**config.mk**
```make
export PLATFORM = sky130hd
export DESIGN_NAME = rv32i_psram_bridge
export DESIGN_NICKNAME = d
export VERILOG_FILES = /design/src/rtl/rv32i_psram_bridge.sv
export SDC_FILE = /design/constraint.sdc
export NUM_CORES = 1
export LEC_CHECK = 0
export ABC_AREA = 1
export ABC_CLOCK_PERIOD_IN_PS = 2100
export CORE_ASPECT_RATIO = 1.25
export CORE_MARGIN = 2
export CORE_UTILIZATION = 52
export DETAILED_ROUTE_END_ITERATION = 7
export GPL_ROUTABILITY_DRIVEN = 0
export PLACE_DENSITY = 0.87
export SKIP_LAST_GASP = 1
export SYNTH_ARGS = -nofsm -noshare
export SYNTH_HDL_FRONTEND = slang
export SYNTH_SLANG_ARGS = --single-unit
```
**constraint.sdc**
```tcl
create_clock -name clk -period 2.1 [get_ports clk]
set_input_delay 0.63 -clock clk [delete_from_list [all_inputs] [get_ports clk]]
set_output_delay 0.63 -clock clk [all_outputs]
set_load 0.02 [all_outputs]
```
**src/rtl/rv32i_psram_bridge.sv**
```systemverilog
// rv32i_psram_bridge
// Data-side bridge from the rv32i MA stage to a 16-bit psram controller.
// Splits each byte/half/word load or store into one or two 16-bit psram beats,
// returns load data right-aligned and zero-extended, and flags misaligned requests.
//
// Optional feature: define RV32I_PSRAM_BRIDGE_TIMEOUT_EN to enable a per-beat
// watchdog (TIMEOUT_CYCLES) that aborts a stuck access with rsp_err = 1.
//
// Ports
//   clk, reset_n            core clock, asynchronous active-low reset
//   req_valid/req_ready     request handshake (ready = bridge idle)
//   req_we/size/addr/wdata  request payload (size 0 byte, 1 half, 2/3 word)
//   rsp_valid/rdata/err     one-cycle completion pulse, held load data, error flag
//   ps_write_en/ps_read_en  one-cycle psram commands
//   ps_addr/ps_data_in      psram halfword address and write data
//   ps_write_high/low_byte  byte lane enables
//   ps_busy/ps_read_avail   controller status, read data strobe
//   ps_data_out             psram read data
module rv32i_psram_bridge #(
  parameter int unsigned PSRAM_AW       = 22,
  parameter int unsigned TIMEOUT_CYCLES = 1024
) (
  input  logic                clk,
  input  logic                reset_n,
  input  logic                req_valid,
  output logic                req_ready,
  input  logic                req_we,
  input  logic [1:0]          req_size,
  input  logic [31:0]         req_addr,
  input  logic [31:0]         req_wdata,
  output logic                rsp_valid,
  output logic [31:0]         rsp_rdata,
  output logic                rsp_err,
  output logic                ps_write_en,
  output logic                ps_read_en,
  output logic [PSRAM_AW-1:0] ps_addr,
  output logic [15:0]         ps_data_in,
  output logic                ps_write_high_byte,
  output logic                ps_write_low_byte,
  input  logic                ps_busy,
  input  logic                ps_read_avail,
  input  logic [15:0]         ps_data_out
);

  typedef enum logic [1:0] {S_IDLE, S_ISSUE, S_WAIT, S_DONE} state_t;

  state_t                r_state, w_state_nxt;
  logic                  r_we, w_we_nxt;
  logic [1:0]            r_size, w_size_nxt;
  logic [PSRAM_AW:0]     r_addr, w_addr_nxt;
  logic [31:0]           r_wdata, w_wdata_nxt;
  logic                  r_beat, w_beat_nxt;
  logic                  r_skip, w_skip_nxt;
  logic [15:0]           r_lo_half, w_lo_half_nxt;
  logic                  r_req_ready, w_req_ready_nxt;
  logic                  r_rsp_valid, w_rsp_valid_nxt;
  logic                  r_rsp_err, w_rsp_err_nxt;
  logic [31:0]           r_rsp_rdata, w_rsp_rdata_nxt;
  logic                  r_ps_wr, w_ps_wr_nxt;
  logic                  r_ps_rd, w_ps_rd_nxt;
  logic [PSRAM_AW-1:0]   r_ps_addr, w_ps_addr_nxt;
  logic [15:0]           r_ps_din, w_ps_din_nxt;
  logic                  r_ps_hi, w_ps_hi_nxt;
  logic                  r_ps_lo, w_ps_lo_nxt;

  // Beat setup source: the live request while idle, otherwise the latched one (second beat)
  logic [1:0]            w_src_size;
  logic [PSRAM_AW:0]     w_src_addr;
  logic [31:0]           w_src_wdata;
  logic                  w_src_beat;
  logic [PSRAM_AW-1:0]   w_beat_addr;
  logic [15:0]           w_beat_data;
  logic                  w_beat_hi;
  logic                  w_beat_lo;
  logic                  w_misaligned;
  logic                  w_last_beat;
  logic                  w_beat_done;
  logic [31:0]           w_load_data;
  logic                  w_tmo_hit;

  assign w_src_size  = (r_state == S_IDLE) ? req_size : r_size;
  assign w_src_addr  = (r_state == S_IDLE) ? req_addr[PSRAM_AW:0] : r_addr;
  assign w_src_wdata = (r_state == S_IDLE) ? req_wdata : r_wdata;
  assign w_src_beat  = (r_state != S_IDLE);
  assign w_beat_addr = w_src_addr[PSRAM_AW:1] + PSRAM_AW'(w_src_beat);

  // Lane/data mapping: byte replicates into both lanes, word picks half by beat
  always_comb begin
    w_beat_hi   = 1'b1;
    w_beat_lo   = 1'b1;
    w_beat_data = w_src_wdata[15:0];
    case (w_src_size)
      2'd0: begin
        w_beat_data = {w_src_wdata[7:0], w_src_wdata[7:0]};
        w_beat_hi   = w_src_addr[0];
        w_beat_lo   = ~w_src_addr[0];
      end
      2'd1:    w_beat_data = w_src_wdata[15:0];
      default: w_beat_data = w_src_beat ? w_src_wdata[31:16] : w_src_wdata[15:0];
    endcase
  end

  assign w_misaligned = ((req_size == 2'd1) && req_addr[0]) ||
                        (req_size[1] && (req_addr[1:0] != 2'b00));
  assign w_last_beat  = ~r_size[1] | r_beat;
  assign w_beat_done  = r_we ? ~ps_busy : ps_read_avail;

  // Final-beat load result, zero-extended
  always_comb begin
    case (r_size)
      2'd0:    w_load_data = {24'h0, r_addr[0] ? ps_data_out[15:8] : ps_data_out[7:0]};
      2'd1:    w_load_data = {16'h0, ps_data_out};
      default: w_load_data = {ps_data_out, r_lo_half};
    endcase
  end

`ifdef RV32I_PSRAM_BRIDGE_TIMEOUT_EN
  localparam int unsigned TMO_W = $clog2(TIMEOUT_CYCLES + 1);
  logic [TMO_W-1:0] r_tmo, w_tmo_nxt;

  assign w_tmo_hit = (r_tmo == TMO_W'(TIMEOUT_CYCLES));

  // Counts cycles spent in ISSUE+WAIT for the current beat; restarts on each new beat
  always_comb begin
    w_tmo_nxt = '0;
    if ((w_state_nxt == S_WAIT) || ((w_state_nxt == S_ISSUE) && (r_state == S_ISSUE)))
      w_tmo_nxt = r_tmo + 1'b1;
  end

  always_ff @(posedge clk or negedge reset_n) begin
    if (!reset_n) r_tmo <= '0;
    else          r_tmo <= w_tmo_nxt;
  end
`else
  assign w_tmo_hit = 1'b0;
  // Watchdog limit has no effect without the watchdog
  logic w_unused_tmo;
  assign w_unused_tmo = ^32'(TIMEOUT_CYCLES);
`endif

  // Next-state and next-output logic
  always_comb begin
    w_state_nxt     = r_state;
    w_we_nxt        = r_we;
    w_size_nxt      = r_size;
    w_addr_nxt      = r_addr;
    w_wdata_nxt     = r_wdata;
    w_beat_nxt      = r_beat;
    w_skip_nxt      = r_skip;
    w_lo_half_nxt   = r_lo_half;
    w_req_ready_nxt = 1'b0;
    w_rsp_valid_nxt = 1'b0;
    w_rsp_err_nxt   = 1'b0;
    w_rsp_rdata_nxt = r_rsp_rdata;
    w_ps_wr_nxt     = 1'b0;
    w_ps_rd_nxt     = 1'b0;
    w_ps_addr_nxt   = r_ps_addr;
    w_ps_din_nxt    = r_ps_din;
    w_ps_hi_nxt     = r_ps_hi;
    w_ps_lo_nxt     = r_ps_lo;

    unique case (r_state)
      S_IDLE: begin
        w_req_ready_nxt = 1'b1;
        if (req_valid && r_req_ready) begin
          w_we_nxt        = req_we;
          w_size_nxt      = req_size;
          w_addr_nxt      = req_addr[PSRAM_AW:0];
          w_wdata_nxt     = req_wdata;
          w_beat_nxt      = 1'b0;
          w_req_ready_nxt = 1'b0;
          if (w_misaligned) begin
            w_state_nxt     = S_DONE;
            w_rsp_valid_nxt = 1'b1;
            w_rsp_err_nxt   = 1'b1;
          end else begin
            w_state_nxt   = S_ISSUE;
            w_ps_addr_nxt = w_beat_addr;
            w_ps_din_nxt  = w_beat_data;
            w_ps_hi_nxt   = w_beat_hi;
            w_ps_lo_nxt   = w_beat_lo;
          end
        end
      end
      S_ISSUE: begin
        if (w_tmo_hit) begin
          w_state_nxt     = S_DONE;
          w_rsp_valid_nxt = 1'b1;
          w_rsp_err_nxt   = 1'b1;
        end else if (!ps_busy) begin
          w_ps_wr_nxt = r_we;
          w_ps_rd_nxt = ~r_we;
          w_skip_nxt  = 1'b1;
          w_state_nxt = S_WAIT;
        end
      end
      S_WAIT: begin
        // First WAIT cycle is ignored: the controller has not yet seen the command
        if (w_tmo_hit) begin
          w_state_nxt     = S_DONE;
          w_rsp_valid_nxt = 1'b1;
          w_rsp_err_nxt   = 1'b1;
        end else if (r_skip) begin
          w_skip_nxt = 1'b0;
        end else if (w_beat_done) begin
          if (!r_we && !r_beat) w_lo_half_nxt = ps_data_out;
          if (w_last_beat) begin
            w_state_nxt     = S_DONE;
            w_rsp_valid_nxt = 1'b1;
            if (!r_we) w_rsp_rdata_nxt = w_load_data;
          end else begin
            w_beat_nxt    = 1'b1;
            w_state_nxt   = S_ISSUE;
            w_ps_addr_nxt = w_beat_addr;
            w_ps_din_nxt  = w_beat_data;
            w_ps_hi_nxt   = w_beat_hi;
            w_ps_lo_nxt   = w_beat_lo;
          end
        end
      end
      S_DONE: begin
        w_state_nxt     = S_IDLE;
        w_req_ready_nxt = 1'b1;
      end
      default: begin
        w_state_nxt     = S_IDLE;
        w_req_ready_nxt = 1'b1;
      end
    endcase
  end

  // State and registered outputs
  always_ff @(posedge clk or negedge reset_n) begin
    if (!reset_n) begin
      r_state     <= S_IDLE;
      r_we        <= 1'b0;
      r_size      <= 2'd0;
      r_addr      <= '0;
      r_wdata     <= 32'h0;
      r_beat      <= 1'b0;
      r_skip      <= 1'b0;
      r_lo_half   <= 16'h0;
      r_req_ready <= 1'b1;
      r_rsp_valid <= 1'b0;
      r_rsp_err   <= 1'b0;
      r_rsp_rdata <= 32'h0;
      r_ps_wr     <= 1'b0;
      r_ps_rd     <= 1'b0;
      r_ps_addr   <= '0;
      r_ps_din    <= 16'h0;
      r_ps_hi     <= 1'b0;
      r_ps_lo     <= 1'b0;
    end else begin
      r_state     <= w_state_nxt;
      r_we        <= w_we_nxt;
      r_size      <= w_size_nxt;
      r_addr      <= w_addr_nxt;
      r_wdata     <= w_wdata_nxt;
      r_beat      <= w_beat_nxt;
      r_skip      <= w_skip_nxt;
      r_lo_half   <= w_lo_half_nxt;
      r_req_ready <= w_req_ready_nxt;
      r_rsp_valid <= w_rsp_valid_nxt;
      r_rsp_err   <= w_rsp_err_nxt;
      r_rsp_rdata <= w_rsp_rdata_nxt;
      r_ps_wr     <= w_ps_wr_nxt;
      r_ps_rd     <= w_ps_rd_nxt;
      r_ps_addr   <= w_ps_addr_nxt;
      r_ps_din    <= w_ps_din_nxt;
      r_ps_hi     <= w_ps_hi_nxt;
      r_ps_lo     <= w_ps_lo_nxt;
    end
  end

  // Address bits above the psram window are ignored
  logic w_unused_addr;
  assign w_unused_addr = ^req_addr[31:PSRAM_AW+1];

  assign req_ready          = r_req_ready;
  assign rsp_valid          = r_rsp_valid;
  assign rsp_err            = r_rsp_err;
  assign rsp_rdata          = r_rsp_rdata;
  assign ps_write_en        = r_ps_wr;
  assign ps_read_en         = r_ps_rd;
  assign ps_addr            = r_ps_addr;
  assign ps_data_in         = r_ps_din;
  assign ps_write_high_byte = r_ps_hi;
  assign ps_write_low_byte  = r_ps_lo;

endmodule
```
==> results of run 1 <==
[timing repair]
item | CTS | global route
buffers inserted | 0 | 2
pin swaps | 0 | 3
endpoints found under the setup margin | 11 | 50
resized for setup | 3 | 23
[flip-flops by register name, indices dropped and copies added, names as in the netlist, 2 cells and up]
signal	count
r_wdata	32
r_lo_half	16
ps_data_in	16
r_addr	23
r_size	2
ps_addr	22
rsp_rdata	32
r_state	2
[cell usage after synthesis]
cell      number  area [µm²]
a21boi_0       1        7.51
a21oi_1       17        85.1
and2_1         1        6.26
buf_1          1        3.75
buf_2         24         120
buf_4          1        7.51
buf_6          6        67.6
buf_8          1        15.0
clkbuf_1      12        45.0
dfrtp_1      154        3850
dfstp_2        1        26.3
ha_1           4        50.1
inv_1         76         285
inv_2          7        26.3
mux2_2        37         417
nand2_1      450        1690
nand2_2        4        25.0
nand3_1       32         160
nand3_2        2        20.0
nand3_4        1        17.5
nand3b_1       1        7.51
nand4_1        4        25.0
nor2_1        45         169
nor2_2         6        37.5
nor2_4         2        22.5
nor3_1         2        10.0
nor3_4         1        16.3
o211ai_1       9        67.6
o21ai_0       75         375
o21ai_1        4        20.0
o21ai_2        1        8.76
o21ai_4        1        16.3
o21bai_1       4        30.0
o22ai_1        2        12.5
o31ai_1       16         120
xnor2_1        1        8.76
xor2_1         1        8.76
[area by class of cell]
| type | count | area (µm²) | area share, % |
|---|---|---|---|
| sequential | 155 | 3880 | 36.6 |
| clock inverter | 15 | 163 | 1.53 |
| timing repair buffer | 205 | 2120 | 20.0 |
| multi-input combinational | 724 | 3470 | 32.7 |
| clock buffer | 17 | 425 | 4.01 |
| tap | 182 | 228 | 2.15 |
| inverter | 83 | 314 | 2.96 |
[kinds of logic (layout without fill, tap and decap cells)]
kind of cell / count (synthesis) / count (layout)
multiplexers: 37 / 37
AO/OA/AOI/OAI: 130 / 130
AND/OR/NAND/NOR: 551 / 551
adder cells (fa/ha/maj): 4 / 4
XOR/XNOR: 2 / 2
flip-flops: 155 / 155
buffers and inverters: 128 / 320
[per-layer routing]
metal / GRT usage, % / part of all wire (%)
met3: 7.39 / 7.7
met5: 0 / 0
met1: 32.5 / 39
met4: 11.2 / 2.8
met2: 45.8 / 50
[through the flow]
step	TNS (ns)	setup WS, ns
detailed placement	-10.75	-0.285
CTS	0	0.000685
global route	-0.0953	-0.0378
global placement	-8.60	-0.223
finish	0	0.0280
floorplan	0	0.319
[worst min path at each step]
stage / start / to / slack, ns / cells after the start
final: reset_n / r_wdata[28] / 0.14 / 1
after CTS: reset_n / ps_data_in[11] / 0.14 / 1
after global placement: rsp_rdata[14] / rsp_rdata[14] / 0.45 / 2
after detailed placement: rsp_rdata[8] / rsp_rdata[8] / 0.46 / 2
after floorplan: reset_n / ps_addr[0] / 0.33 / 0
after global routing: reset_n / r_wdata[11] / 0.16 / 1
[report_power, final]
part	internal, mW	switching, mW	total, mW
registers	4.35	0.864	5.21
logic	3.67	5.04	8.71
clock network	1.77	1.32	3.09
total	9.79	7.23	17.0
==> metrics.md, run 1 <==
| Metric | Value |
|---|---|
| Synth Net Count | `roughly 1100` |
| Share of cells above drive strength 1 | `about an eighth` |
| Critical path endpoint | `rsp_rdata[12]` |
| GRT Util Overall | `between 20% and 30%` |
| Starting density of the core | `a little over half` |
| Fin Hold WS | `between 0.1 and 0.15 ns` |
| Fill count | `1111` |
| H-tree depth | `4` |
| WP data required | `~1.5 ns` |
| Post-synthesis compound-gate area fraction | `under 10%` |
| Tmin final | `slightly above 2 ns` |
| Slowest stage delay, CP | `approximately 0.62 ns` |
| Crit path max-delay family | `buffers and inverters` |
| Endpoints failing hold | `0` |
| Critical Path Stages | `1` |
| Worst R2R End | `ps_addr[19]` |
| Yosys cell types | `37` |
| Die height | `142 µm` |
| Clk_skew | `0.0106 ns` |
| # setup viols final | `0` |
| Clock-pin transition on the worst setup and hold timing paths | `around 0.07 ns` |
| Slew margin rel. | `approximately three fifths` |
| RR Startpoint | `r_state[0]` |
| Tcrit/Tclk final | `~99%` |
| Max-cap viol count | `0` |
| DP Area | `about 0.0099 mm²` |
| Seq cells post-synth | `between 150 and 200` |
| Largest net degree at the start of global routing | `48` |
| Total grt overflow | `0` |
| Clock Latency Late Sink | `approximately 0.43 ns` |
| # IOs | `roughly 170` |
| Core Footprint | `0.0149 mm²` |
| Worst setup SP type | `register` |
| Post-synthesis adder-cell area fraction | `less than 1%` |
| Clock sinks | `~160` |
| Post-route DRC | `0` |
| Mean post-synth cell area | `7.83 µm²` |
| DR iter-0 viols | `approximately 560` |
| RSZ-0062 raised after global routing | `yes` |
| Crit Path Max Fanout | `2` |
| Crit end category | `output port` |
| Final Util | `71.2%` |
| Peak supply drop | `between 0.0008 and 0.0009 V` |
| Synth warn | `0` |
| Number of CTS-inserted buffers | `17` |
| Final HPWL DP | `about 15 mm` |
| Nets | `~1300` |
| Final Max Tran Viols | `0` |
| Hold Buf Count CTS | `0` |
| Crit Path Category | `reg -> out` |
| Cell Pwr Density | `approximately 1600 mW/mm²` |
| Root Driver | `clkbuf_16` |
| Initial antenna violation count | `0` |
| CTS tree | `done` |
| Worst slew pin tran | `around 0.60 ns` |
| Global-route wire length before repair | `roughly 34 mm` |
| Via density | `roughly 5.3` |
| FMAX | `0.483 GHz` |
| Sequential share of the synthesized area | `roughly half` |
| XOR/XNOR share of the synthesized area | `less than 1%` |
| Total wire length | `around 21 mm` |
| Crit path launch | `rsp_rdata[12]` |
| Die W | `114 µm` |
| Vias in the first global route | `between 7000 and 8000` |
| FF-to-FF setup slack | `around 0.1 ns` |
| Post-synthesis mux area share | `roughly 5.3%` |
| Synth-to-Final Area Change | `34.5%` |
| Drt pass-1 iters | `7` |
| Design Power | `about 17 mW` |
| Die Footprint | `approximately 0.016 mm²` |
| Main combinational cell family by area after synthesis | `simple AND/OR/NAND/NOR gates` |
| R2R depth | `12` |
| CP bufs+invs | `1` |
| # rows | `50` |
| Dpl cells | `about 1300` |
| Simple-gate share of the synthesized area | `roughly 28%` |
| DR WL/cell | `around 15 µm` |
| Final ANT Viol Nets | `0` |
| Most frequent cells in the layout | `nand2_1, dfrtp_1, clkdlybuf4s50_1` |
| Status | `finished, final reports clean` |
| Number of diodes | `0` |
| Worst hold-check path type | `in -> async` |
| Fin area | `around 0.011 mm²` |
| Port bufs | `155` |
| DR vias | `roughly 7300` |
| Commonest non-fill, non-tap cell in the layout | `nand2_1` |
| Mapped Cells | `1007` |
| Post-Synthesis Cell Area | `a little under 0.008 mm²` |
| Critical path, cell by cell | `clkdlybuf4s50_1` |
| Clock tree buffer depth | `2` |
| Crit path arrival time | `1.44 ns` |
| Pleak | `~5.4 nW` |
| Fin cells | `1381` |
| Critical-path top delay cell | `clkdlybuf4s50_1` |
Power figures use the tool's default switching activity.
==> run 2: changes to the inputs <==
--- a/config.mk
+++ b/config.mk
@@ -8,11 +8,11 @@
 export ABC_AREA = 1
 export ABC_CLOCK_PERIOD_IN_PS = 2100
 export CORE_ASPECT_RATIO = 1.25
-export CORE_MARGIN = 2
-export CORE_UTILIZATION = 52
+export CORE_MARGIN = 5
+export CORE_UTILIZATION = 50
 export DETAILED_ROUTE_END_ITERATION = 7
 export GPL_ROUTABILITY_DRIVEN = 0
-export PLACE_DENSITY = 0.87
+export PLACE_DENSITY = 0.84
 export SKIP_LAST_GASP = 1
 export SYNTH_ARGS = -nofsm -noshare
 export SYNTH_HDL_FRONTEND = slang
==> run 2 against run 1 <==
Register-to-register slack hardly changed. Final area increased by 1.3%. Wire length is 1.7% higher. Combinational power increased by 1%. Core utilization shrank 2.3 points. Setup slack better by 0.0090 ns. Count of clock-buffer cells in the layout up 1. Clock power hardly changed. Flip-flop and latch count did not move. Sequential power hardly changed. Worst hold slack better by 0.0062 ns. Highest routed layer unchanged.
==> metrics.md, run 2 (same netlist as run 1, synthesis figures left out) <==
| Metric | Value |
|---|---|
| Clock Latency Late Sink | `0.44 ns (about the same)` |
| Final ANT Viol Nets | `0 (unchanged)` |
| Number of diodes | `0 (unchanged)` |
| H-tree depth | `4 (unchanged)` |
| Design Power | `17.1 mW (+0.49%)` |
| DR iter-0 viols | `505 (-9.0%)` |
| Endpoints failing hold | `0 (unchanged)` |
| Synth-to-Final Area Change | `36.1%` |
| GRT Util Overall | `24.3% (-2.7 points)` |
| Critical-path top delay cell | `clkdlybuf4s50_1` |
| Total wire length | `21.5 mm (+1.7%)` |
| Tmin final | `2.06 ns (-0.00903 ns)` |
| Dpl cells | `1382 (+2.6%)` |
| Final HPWL DP | `15.4 mm (+2.0%)` |
| Fin Hold WS | `0.142 ns (+0.00625 ns)` |
| Peak supply drop | `0.000818 V (-4.7%)` |
| Post-route DRC | `0 (unchanged)` |
| Slew margin rel. | `57.4% (-2.5 points)` |
| Max-cap viol count | `0 (unchanged)` |
| Die W | `122 µm (+7.2%)` |
| Status | `finished, final reports clean` |
| R2R depth | `14 (+2)` |
| Clock tree buffer depth | `2 (unchanged)` |
| CP bufs+invs | `1 (unchanged)` |
| Clock-pin transition on the worst setup and hold timing paths | `0.07 ns (about the same)` |
| Cell Pwr Density | `1590 mW/mm² (-0.76%)` |
| Fin cells | `1418 (+2.7%)` |
| DR vias | `7395 (+1.4%)` |
| FF-to-FF setup slack | `0.10 ns (about the same)` |
| Number of CTS-inserted buffers | `17 (unchanged)` |
| RSZ-0062 raised after global routing | `yes` |
| Initial antenna violation count | `0 (unchanged)` |
| Die height | `150 µm (+6.2%)` |
| Crit end category | `output port` |
| # setup viols final | `0 (unchanged)` |
| Crit Path Max Fanout | `2 (unchanged)` |
| Nets | `1285 (+0.55%)` |
| Crit path max-delay family | `buffers and inverters` |
| Crit path arrival time | `1.43 ns (about the same)` |
| Port bufs | `155 (unchanged)` |
| Final Util | `68.9% (-2.3 points)` |
| Worst setup SP type | `register` |
| DR WL/cell | `15.2 µm (-0.91%)` |
| Root Driver | `clkbuf_16` |
| Via density | `5.22 (-1.3%)` |
| Crit Path Category | `reg -> out` |
| Largest net degree at the start of global routing | `50 (+4.2%)` |
| Hold Buf Count CTS | `0 (unchanged)` |
| Worst hold-check path type | `in -> async` |
| TNS Setup | `0 ns (unchanged)` |
| Final Max Tran Viols | `0 (unchanged)` |
| Core Footprint | `0.0156 mm² (+4.6%)` |
| Clk_skew | `0.00925 ns (-0.00138 ns)` |
| Worst R2R End | `ps_addr[16]` |
| Global-route wire length before repair | `35.1 mm (+2.5%)` |
| Tcrit/Tclk final | `98.2% (-0.43 points)` |
| Clock sinks | `155 (unchanged)` |
| Slowest stage delay, CP | `0.62 ns (about the same)` |
| FMAX | `0.485 GHz (+0.44%)` |
| Vias in the first global route | `7370 (+3.1%)` |
| Die Footprint | `0.0184 mm² (+14%)` |
| Crit path launch | `ps_data_in[11]` |
| Critical path, cell by cell | `clkdlybuf4s50_1` |
| Starting density of the core | `50.6% (-2.3 points)` |
| Total grt overflow | `0 (unchanged)` |
| Fill count | `1200 (+8.0%)` |
| RR Startpoint | `r_state[0]` |
| Worst slew pin tran | `0.637 ns (+0.0346 ns)` |
| # IOs | `165 (unchanged)` |
| Share of cells above drive strength 1 | `13.5% (+0.67 points)` |
| Pleak | `5.58 nW (+3.2%)` |
| WP data required | `1.47 ns (about the same)` |
| CTS tree | `done` |
| Drt pass-1 iters | `5 (-2)` |
| # rows | `51 (+2.0%)` |
| Commonest non-fill, non-tap cell in the layout | `nand2_1` |
| Most frequent cells in the layout | `nand2_1, dfrtp_1, clkdlybuf4s50_1` |
==> run 2: layer usage <==
metal  global-route usage, %  wire [µm]  up-vias
li1                        -          -     3559
met1                    29.2       8380     3435
met2                    40.7      10700      328
met3                    6.76       1720       73
met4                    10.9        756        0
met5                       0          0        -
==> run 2: worst max path at each step <==
| stage | end | slack, ns | depth (start not counted) |
|---|---|---|---|
| after floorplan | r_wdata[10] | 0.32 | 8 |
| after global placement | ps_addr[20] | -0.22 | 10 |
| after detailed placement | ps_data_in[13] | -0.24 | 9 |
| after CTS | ps_addr[5] | 0.002 | 1 |
| after global routing | ps_addr[16] | -0.06 | 15 |
| final | ps_data_in[11] | 0.04 | 1 |
==> run 2: per-stage QoR <==
stage | worst slack (ns) | area [µm²]
floorplan | 0.319 | 7880
detailed placement | -0.245 | 9990
finish | 0.0370 | 10700
global route | -0.0619 | 10700
global placement | -0.224 | 9990
CTS | 0.00207 | 10600
==> run 2: layout make-up <==
type,instances,area [µm²],share of cell area (%)
well taps,212,265,2.47
clock inverters,14,151,1.41
clock buffers,18,439,4.09
repair buffers,212,2210,20.6
flip-flops and latches,155,3880,36.2
multi-input cells,724,3470,32.4
inverters,83,314,2.93
==> run 2: repair_timing <==
item,4_1_cts,5_1_grt
gates cloned,1,0
pin swaps,0,2
setup endpoints to repair,3,36
resized for setup,3,32
buffers inserted,0,3
==> run 2: power breakdown <==
group | total (mW) | switching (mW) | internal (mW)
sequential | 5.21 | 0.857 | 4.35
combinational | 8.83 | 5.06 | 3.77
clock | 3.07 | 1.35 | 1.71
